`src/rtl/fifo_rd_stream.sv`:
```
// Read-side stream adapter: turns the FIFO first-word-fall-through pop port into a
// valid/ready master through a 2-entry skid buffer. FIFO_RD_STAT_EN adds the xfer_cnt counter.
module fifo_rd_stream #(
  parameter int DATA_WIDTH = 8,
  parameter int CNT_WIDTH  = 16
) (
  input  logic                  clk,
  input  logic                  rst,
  input  logic                  rempty,
  input  logic [DATA_WIDTH-1:0] rdata,
  output logic                  rinc,
  output logic                  m_valid,
  input  logic                  m_ready,
  output logic [DATA_WIDTH-1:0] m_data,
  output logic [1:0]            occupancy
`ifdef FIFO_RD_STAT_EN
  ,
  output logic [CNT_WIDTH-1:0]  xfer_cnt
`endif
);

  typedef enum logic [1:0] {
    EMPTY = 2'd0,
    HALF  = 2'd1,
    FULL  = 2'd2
  } state_t;

  state_t                state_q, state_d;
  logic [DATA_WIDTH-1:0] head_q, head_d;
  logic [DATA_WIDTH-1:0] tail_q, tail_d;
  logic                  push;
  logic                  pop;

  // The pop strobe looks only at registered state, so m_ready never reaches rinc.
  assign rinc      = ~rst & ~rempty & (state_q != FULL);
  assign push      = rinc;
  assign m_valid   = (state_q != EMPTY);
  assign pop       = m_valid & m_ready;
  assign m_data    = head_q;
  assign occupancy = state_q;

  always_comb begin
    state_d = state_q;
    head_d  = head_q;
    tail_d  = tail_q;
    case (state_q)
      EMPTY: begin
        if (push) begin
          state_d = HALF;
          head_d  = rdata;
        end
      end
      HALF: begin
        if (push && !pop) begin
          state_d = FULL;
          tail_d  = rdata;
        end else if (push && pop) begin
          head_d = rdata;
        end else if (pop) begin
          state_d = EMPTY;
        end
      end
      FULL: begin
        if (pop) begin
          state_d = HALF;
          head_d  = tail_q;
        end
      end
      default: state_d = EMPTY;
    endcase
  end

  always_ff @(posedge clk or posedge rst) begin
    if (rst) begin
      state_q <= EMPTY;
      head_q  <= '0;
      tail_q  <= '0;
    end else begin
      state_q <= state_d;
      head_q  <= head_d;
      tail_q  <= tail_d;
    end
  end

`ifdef FIFO_RD_STAT_EN
  logic [CNT_WIDTH-1:0] xfer_cnt_q, xfer_cnt_d;

  always_comb begin
    xfer_cnt_d = xfer_cnt_q;
    if (pop) begin
      xfer_cnt_d = xfer_cnt_q + CNT_WIDTH'(1);
    end
  end

  always_ff @(posedge clk or posedge rst) begin
    if (rst) begin
      xfer_cnt_q <= '0;
    end else begin
      xfer_cnt_q <= xfer_cnt_d;
    end
  end

  assign xfer_cnt = xfer_cnt_q;
`endif

endmodule

```
`config.mk`:
```
export PLATFORM = sky130hd
export DESIGN_NAME = fifo_rd_stream
export DESIGN_NICKNAME = d
export VERILOG_FILES = /design/src/rtl/fifo_rd_stream.sv
export SDC_FILE = /design/constraint.sdc
export NUM_CORES = 1
export LEC_CHECK = 0
export ABC_AREA = 0
export CAP_MARGIN = 15
export CORE_AREA = 2 2 39 41
export DETAILED_ROUTE_END_ITERATION = 10
export DIE_AREA = 0 0 41 43
export DONT_BUFFER_PORTS = 1
export HOLD_SLACK_MARGIN = 0.12
export PLACE_DENSITY_LB_ADDON = 0.08
export SLEW_MARGIN = 30
export SYNTH_ARGS = -nofsm -noshare
export SYNTH_HDL_FRONTEND = slang
export SYNTH_SLANG_ARGS = --single-unit
```
`constraint.sdc`:
```
create_clock -name clk -period 4 [get_ports clk]
set_clock_uncertainty 0.05 [all_clocks]
set_input_delay 0.2 -clock clk [delete_from_list [all_inputs] [get_ports clk]]
set_output_delay 0.2 -clock clk [all_outputs]
set_load 0.02 [all_outputs]
```
After elaboration in Yosys (flattened, before gate mapping)
Cells that the tools add are included.

cells by class
  reduce and logical (&&, ||, !) cells = 9
  multipliers = 0
  $lt $le $gt $ge = 0
  add/subtract/negate cells = 0
  mux-type cells = 11
  divide/modulo/power cells = 0
  equal/unequal tests = 9
  bitwise gates (word level) = 5
  shifts and indexed selects = 0

operators with widths
  cell                                                  count
  two-way mux 8 bit                                     4
  case mux 8 bit (3 select lines)                       1
  two-way mux 2 bit                                     5
  != test 2 bit (second input constant)                 5
  != test 3 bit (second input constant)                 2
  case mux 2 bit (3 select lines)                       1
  AND reduction 5 bit                                   1
  AND reduction 4 bit                                   1
  bitwise AND 1 bit                                     3
  nonzero test 3 bit                                    1
  equality test 2 x 1 -> 1 bit (second input constant)  1
  equality test 2 bit (second input constant)           1
  logical AND 1 bit                                     2
  zero test 2 bit                                       1
  inverter 1 bit                                        2
  AND reduction 2 bit                                   1
  nonzero test 2 bit                                    1
  zero test 1 bit                                       1

word-level totals
  bits in latches = 0
  memories = 0
  bits in registers = 18
  bits in read-only memories = 0
  memory bits (writable) = 0
  logic and storage cells = 37

Longest topological paths before layout
Gate-level depths: netlist of the first run.

  depth in word-level cells = 7
  mapped depth = 4
  depth with buffers taken out = 3

Least setup slack after synthesis of the first run
Ideal clock, no wire load.

  path kind = register -> register
  start = register state_q[1] (netlist: occupancy[1])
  end = register head_q[0] (netlist: m_data[0])
  path slack = 2.549 ns
  cell stages (with the launch flop) = 5
  arrival time = 1.278 ns
  setup time = 0.123 ns
  data required time = 3.827 ns
  path buffers = 1
  path through = dfrtp_1 -> nor3_2 -> nand2b_1 -> buf_2 -> o221a_2

between the ends
  longest elaborated chain between the ends = 6
  elaborated cells on any way between the ends = 17

ends and longest elaborated chain
  what                           line  text
  start: declaration             28    state_t state_q, state_d;
  start signal: assignment       79    state_q <= state_d;
  nonzero test 2 bit             37    assign m_valid = (state_q != EMPTY);
  bitwise AND 1 bit              38    assign pop = m_valid & m_ready;
  zero test 1 bit                54    if (push && !pop) begin
  logical AND 1 bit              54
  != test 2 bit (no line)        -
  AND reduction 5 bit (no line)  -
  end signal: assignment         76    head_q <= '0;
  end signal: assignment         80    head_q <= head_d;
  end: declaration               29    logic [DATA_WIDTH-1:0] head_q, head_d;

Several ways; a longest one is shown, not always the timed one.
A chain may end at the register's enable or synchronous reset.

Final worst setup path of the first run
  start = register state_q[1] (netlist: occupancy[1])
  end = output port rinc

between the ends
  longest elaborated chain between the ends = 2

ends and longest elaborated chain
  what               line  text
  != test 2 bit      35    assign rinc = ~rst & ~rempty & (state_q != FULL);
  bitwise AND 1 bit  35
  end: declaration   11    output logic rinc,

No other way between the ends.

==> results of run 1 <==
-- kinds of logic after synthesis --
group | share of synthesized area
flops | 0.5564
simple gates | 0.1438
compound gates | 0.1654
mux | 0.1237
buf+inv | 0.01081
-- power groups by stage --
stage | combinational (uW) | clock (uW) | sequential (uW)
after floorplan | 77.0 | 0 | 295
after CTS | 98.4 | 89.4 | 305
after global routing | 106 | 98.1 | 312
after detailed placement | 89.5 | 0 | 308
after global placement | 81.6 | 0 | 302
final | 96.5 | 89.7 | 305
-- path summary, 6_finish.rpt --
kind | start | to | slack (ns) | depth (start not counted)
max | occupancy[1] | rinc | 2.32 | 2
min | rempty | occupancy[0] | 0.15 | 3
max reg2reg | occupancy[1] | m_data[2] | 2.36 | 2
min reg2reg | tail_q[2] | tail_q[2] | 0.46 | 1
max in group asynchronous | rst | m_data[1] | 3.09 | 2
min in group asynchronous | rst | m_data[5] | 0.39 | 2
-- flip-flops by register name (all words and copies together), names as in the netlist --
| name | flops |
|---|---|
| occupancy | 2 |
| tail_q | 8 |
| m_data | 8 |
-- Yosys cell counts --
master    number
a21oi_1        1
and2_1         1
buf_2          1
dfrtp_1       18
inv_1          1
mux2_2         8
mux2i_1        1
nand2_2        1
nand2b_1       1
nand3b_2       1
nor2_1         1
nor2b_2        1
nor3_2         1
o21ai_0        1
o221a_2        8
o22ai_1        1
o41ai_4        1
or2_2          9
or2b_1         1
-- timing repair --
item / in CTS / in global routing
resized for setup: 0 / 0
hold buffers: 10 / 0
hold endpoints to repair: 36 / 0
-- metal layers --
metal  routed length [um]  global-route usage  vias up
met4                   53              0.1533        0
li1                     -                   -      241
met1                  687              0.2989      274
met2                  822              0.3438       20
met3                   95             0.06283        7
met5                    0                   0        -
-- cell type report --
type | instances | area (um^2)
clock buffer | 3 | 22.52
fill | 103 | 436.7
inverter | 1 | 3.754
multi-input combinational | 38 | 350.3
sequential | 18 | 450.4
tap | 16 | 20.02
timing repair buffer | 10 | 100.1
-- per-stage QoR --
stage                     power (uW)  instances  cell area [um^2]
after global placement         384.1         73             824.5
after detailed placement       397.6         73             824.5
final                          490.9         86             947.2
after global routing           515.8         86             947.2
after CTS                      492.7         86             947.2
after floorplan                372.0         58             809.5
-- critical path, cell delays in order, from the launching register on --
cell     delay [ns]
dfrtp_1        0.64
or2b_1         0.28
and2_1         0.21
==> results by group, run 1 <==
Die
  • Starting density of the core: 0.5850
  • Core Region: 1384 um^2
  • Chip Height: 43 um
  • Die span in x: 41 um
  • Overall die area: 1763 um^2
  • Top-level port count: 24
  • Number of rows created at floorplan: 14

STA
  • Final Max Slew Viols: 0
  • Final hold violations: 0
  • # setup viols final: 0
  • Tmin final: 1.685 ns
  • Worst setup slack after layout: 2.315 ns
  • Setup repair after global routing missed its margin: no
  • Tightest hold margin: between 0.1 and 0.15 ns
  • Post-route fraction of the period consumed by the critical path: 0.4212
  • Rel. slew slack: 0.5558
  • Fmax: 0.5935 GHz
  • Worst Max-Slew Pin Slew: 0.6656 ns
  • Total Negative Setup Slacks: 0 ns

Flow run
  • Number of violations of the max-capacitance limit: 0

Worst hold path
  • Worst hold path class: input pin to register

Final layout
  • Most frequent standard cell in the layout excluding fill and tap cells: dfrtp_1
  • Top library cells by usage in the layout, fill and taps aside: dfrtp_1, dlygate4sd3_1, or2_2
  • Area overhead of the layout relative to synthesis: 17.00%
  • Post-layout util: 0.6844
  • Ratio of cells with drive above 1 in the final layout: 0.4714
  • # diodes: 0
  • Layout net count: 84

Synthesis
  • #FFs+latches synth: 18
  • Synthesized cell area: 809.5 um^2
  • Sequential fraction of the synthesis area: 0.5564
  • Syn nets: 70
  • Number of distinct standard cells referenced by the synthesized netlist: 19
  • Gate count of the mapped netlist: 58
  • Cell type with the largest total area after synthesis: dfrtp_1
  • Most area-consuming cells after synthesis: dfrtp_1, mux2_2, o221a_2
  • Average cell area after synthesis: 13.96 um^2
  • Total number of yosys warnings: 0
  • Fraction of synthesized cell area taken by the top area cell type: 0.5564

Clock tree
  • Clock insertion delay at the later pin of the skew report: 0.30 ns
  • Max clock buf depth: 2
  • TritonCTS buffer count: 3
  • Clock root cell: clkbuf_4
  • Post-CTS Repair Setup Buffers: 0
  • CTS tree: built
  • CTS Sinks: 18
  • CTS H-tree lvls: 1
  • Clock slew seen by the registers of the worst setup and hold paths: 0.10 ns

Setup path
  • Critical Path Fanout Max: 8
  • Worst path required time: 3.75 ns
  • Classification of the worst setup path: register to output port
  • Critical Path End Type: output port
  • Worst path arrival time: approximately 1.4 ns
  • Startpoint Class: register

Routing
  • Post-detailed-route count of antenna-violating nets: 0
  • Total vias in the final route: 542
  • Remaining design rule violation count: 0
  • Detailed-route vias per instance: approximately 6.3
  • Drt first pass iters: 4
  • Average wire length per cell after detail routing: 19.28 um
  • Iteration-0 DRC Markers: 12
  • Detailed-route wire length: around 1.7 mm

Power
  • Power dissipated by switching net loads: 157.9 uW
  • Internal Pwr Total: 333.0 uW
  • Fraction of power spent switching nets: 0.3217
  • Peak supply drop: 0.3042 mV
  • Part of the total power dissipated in sequential elements: 0.621
  • Proportion of power drawn by combinational gates: 0.197
  • Power density over the cells: ~520 nW/um^2
  • Clock share of power: 0.183
  • Cell leakage power: 0.0003879 uW

Global route
  • Global routing usage summed across all routing layers: 0.2371
  • Residual overflow from global routing: 0
  • First-pass GRT wire length: between 2 and 3 mm
  • Largest net degree at the start of global routing: 19
  • Initial antenna violation count: 0
  • Number of global-route vias before repair: 589

Placement
  • Post-DP HPWL: between 1 and 1.5 mm
  • Post-Place Setup Slack: 2.367 ns
  • I/O Buffers: 0
  • Routability-driven placement congestion ratio: 0.7452

Run status
  • Run status: completed
Power figures use the tool's default switching activity.
==> inputs of run 2 (changes only) <==
--- a/config.mk
+++ b/config.mk
@@ -7,9 +7,9 @@
 export LEC_CHECK = 0
 export ABC_AREA = 0
 export CAP_MARGIN = 15
-export CORE_AREA = 2 2 39 41
+export CORE_MARGIN = 2
+export CORE_UTILIZATION = 53
 export DETAILED_ROUTE_END_ITERATION = 10
-export DIE_AREA = 0 0 41 43
 export DONT_BUFFER_PORTS = 1
 export HOLD_SLACK_MARGIN = 0.12
 export PLACE_DENSITY_LB_ADDON = 0.08
==> constraint.sdc (replaced) <==
create_clock -name clk -period 1.5 [get_ports clk]
set_clock_uncertainty 0.05 [all_clocks]
set_input_delay 0.075 -clock clk [delete_from_list [all_inputs] [get_ports clk]]
set_output_delay 0.075 -clock clk [all_outputs]
set_load 0.02 [all_outputs]
==> results by group, run 2 (synthesis gave the netlist of run 1 again) <==
Run status
  • Run status: completed

Setup path
  • Startpoint Class: register
  • Worst R2R Path Depth: 3 (+1)
  • R2R Path End: tail_q[4]
  • Worst flop-to-flop path startpoint: occupancy[1]
  • Critical Path End Type: register
  • Register-to-Register Setup Slack: 0.05 ns (-2.31 ns)
  • Worst path required time: 1.63 ns (-2.12 ns)
  • Worst path arrival time: 1.58 ns (+0.15 ns)
  • Number of buffers and inverters on the critical path: 0 (unchanged)
  • Classification of the worst setup path: register to register
  • Critical Path, Cell by Cell: nor3_4 > nand2_2 > mux2_2
  • Cell at the slowest stage of the critical path: dfrtp_2
  • Critical Path Fanout Max: 9 (+1)
  • Kind of cell with the highest combined delay on the critical path: flip-flops
  • Largest stage delay, worst path: 0.50 ns (-0.14 ns)

Final layout
  • Layout net count: 89 (+6.0%)
  • Area overhead of the layout relative to synthesis: 24.88%
  • Top library cells by usage in the layout, fill and taps aside: dfrtp_1, dlygate4sd3_1, or2_2
  • Post-layout util: 0.6871 (+0.002627)
  • Ratio of cells with drive above 1 in the final layout: 0.5263 (+0.05489)
  • Most frequent standard cell in the layout excluding fill and tap cells: dfrtp_1
  • # diodes: 0 (unchanged)

STA
  • Tmin final: 1.448 ns
  • Worst Max-Slew Pin Slew: 0.6767 ns (+0.01107 ns)
  • Final Max Slew Viols: 0 (unchanged)
  • Worst setup slack after layout: 0.05203 ns (-2.263 ns)
  • Setup repair after global routing missed its margin: yes
  • # setup viols final: 0 (unchanged)
  • Post-route fraction of the period consumed by the critical path: 0.9653
  • Final hold violations: 0 (unchanged)
  • Fmax: 0.6906 GHz
  • Rel. slew slack: 0.5484 (-0.007391)

Worst hold path
  • Worst Hold End: m_data[5]
  • HP Start: rempty
  • Instance count along the most critical hold path: 3 (unchanged)
  • Worst hold path class: input pin to register

Die
  • Chip Height: 43.08 um (+0.19%)
  • Top-level port count: 24 (unchanged)
  • Overall die area: 1856 um^2 (+5.3%)
  • Core Region: 1471 um^2 (+6.3%)
  • Number of rows created at floorplan: 14 (unchanged)
  • Starting density of the core: 0.5502 (-0.03482)
  • Die span in x: 43.08 um (+5.1%)

Clock tree
  • CTS tree: built
  • CTS H-tree lvls: 1 (unchanged)
  • Max clock buf depth: 2 (unchanged)
  • Clock root cell: clkbuf_4
  • Clock insertion delay at the later pin of the skew report: 0.29 ns (about the same)
  • CTS Sinks: 18 (unchanged)
  • Clock slew seen by the registers of the worst setup and hold paths: 0.10 ns (about the same)
  • TritonCTS buffer count: 3 (unchanged)
  • Post-CTS Repair Setup Buffers: 0 (unchanged)

Routing
  • Total vias in the final route: 563 (+3.9%)
  • Detailed-route wire length: 1.670 mm (+0.72%)
  • Remaining design rule violation count: 0 (unchanged)
  • Average wire length per cell after detail routing: 18.15 um (-5.8%)
  • Post-detailed-route count of antenna-violating nets: 0 (unchanged)
  • Detailed-route vias per instance: 6.120 (-2.9%)
  • Iteration-0 DRC Markers: 10 (-2)
  • Drt first pass iters: 4 (unchanged)

Placement
  • Post-Place Setup Slack: -0.06819 ns (-2.435 ns)
  • I/O Buffers: 0 (unchanged)
  • Post-DP HPWL: 1.116 mm (-6.4%)
  • Routability-driven placement congestion ratio: 0.7906 (+6.1%)

Power
  • Peak supply drop: 0.7562 mV (+150%)
  • Cell leakage power: 0.0004185 uW (+7.9%)
  • Power density over the cells: 1374 nW/um^2 (+170%)

Global route
  • Residual overflow from global routing: 0 (unchanged)
  • Number of global-route vias before repair: 588 (-0.17%)
  • First-pass GRT wire length: 2.704 mm (+1.8%)
  • Initial antenna violation count: 0 (unchanged)
  • Global routing usage summed across all routing layers: 0.1977 (-0.03937)
  • Largest net degree at the start of global routing: 19 (unchanged)

Flow run
  • Number of violations of the max-capacitance limit: 0 (unchanged)
## run 2: cell count changes in the layout (fill, tap and decap cells not counted)
| cell | change |
|---|---|
| buf_4 | +4 |
| clkbuf_8 | +1 |
| dfrtp_1 | -1 |
| dfrtp_2 | +1 |
| dlygate4sd3_1 | +1 |
| nand2b_1 | -1 |
| nand2b_2 | +1 |
| nor3_2 | -1 |
| nor3_4 | +1 |
## run 2: worst max-delay path by stage
stage | startpoint | endpoint | depth (start not counted)
2_1_floorplan | occupancy[1] | m_data[0] | 4
3_3_place_gp | occupancy[1] | m_data[3] | 3
3_5_place_dp | occupancy[1] | m_data[6] | 3
4_1_cts | occupancy[1] | tail_q[4] | 3
5_1_grt | occupancy[1] | tail_q[4] | 3
6_report | occupancy[1] | tail_q[4] | 3
## run 2: power by group
part / leakage, uW / total (uW) / internal, uW / switching (uW)
registers: 0.000210 / 803 / 634 / 169
clock network: 0.0000210 / 297 / 148 / 149
logic: 0.000187 / 289 / 179 / 111
## run 2: repair_timing
| item | 4_1_cts | 5_1_grt |
|---|---|---|
| resized for setup | 2 | 1 |
| endpoints found under the hold margin | 36 | 0 |
| hold buffers | 11 | 0 |
| setup endpoints to repair | 16 | 17 |
## run 2: metal layers
metal / global-route usage / part of all wire / vias to the layer above
li1: - / - / 250
met1: 0.2534 / 0.45 / 289
met2: 0.2985 / 0.49 / 24
met3: 0.04255 / 0.054 / 0
met4: 0.1273 / 0 / 0
met5: 0 / 0 / -
## run 2: area by class of cell
class / instances / area, um^2
sequential: 18 / 451.7
multi-input combinational: 38 / 359.1
tap: 16 / 20.02
timing repair buffer: 15 / 140.1
fill: 106 / 460.4
clock buffer: 4 / 36.28
inverter: 1 / 3.754
## run 2: through the flow
step	instance area, um^2	hold WS, ns	std cells	total power (uW)	TNS (ns)
after global routing	1011	0.1823	92	1455	-0.1354
after floorplan	809.5	-0.03643	58	991.9	0
after CTS	1010	0.1755	92	1403	0
after global placement	854.6	0.01073	77	1042	0
after detailed placement	854.6	0.04507	77	1068	-0.4697
final	1011	0.1871	92	1389	0
## run 2: worst register-to-register path: cells and delay by family, from the launching register on
family           cells  cell delay [ns]
DFF                  1             0.50
muxes                1             0.32
and+or+nand+nor      2             0.46
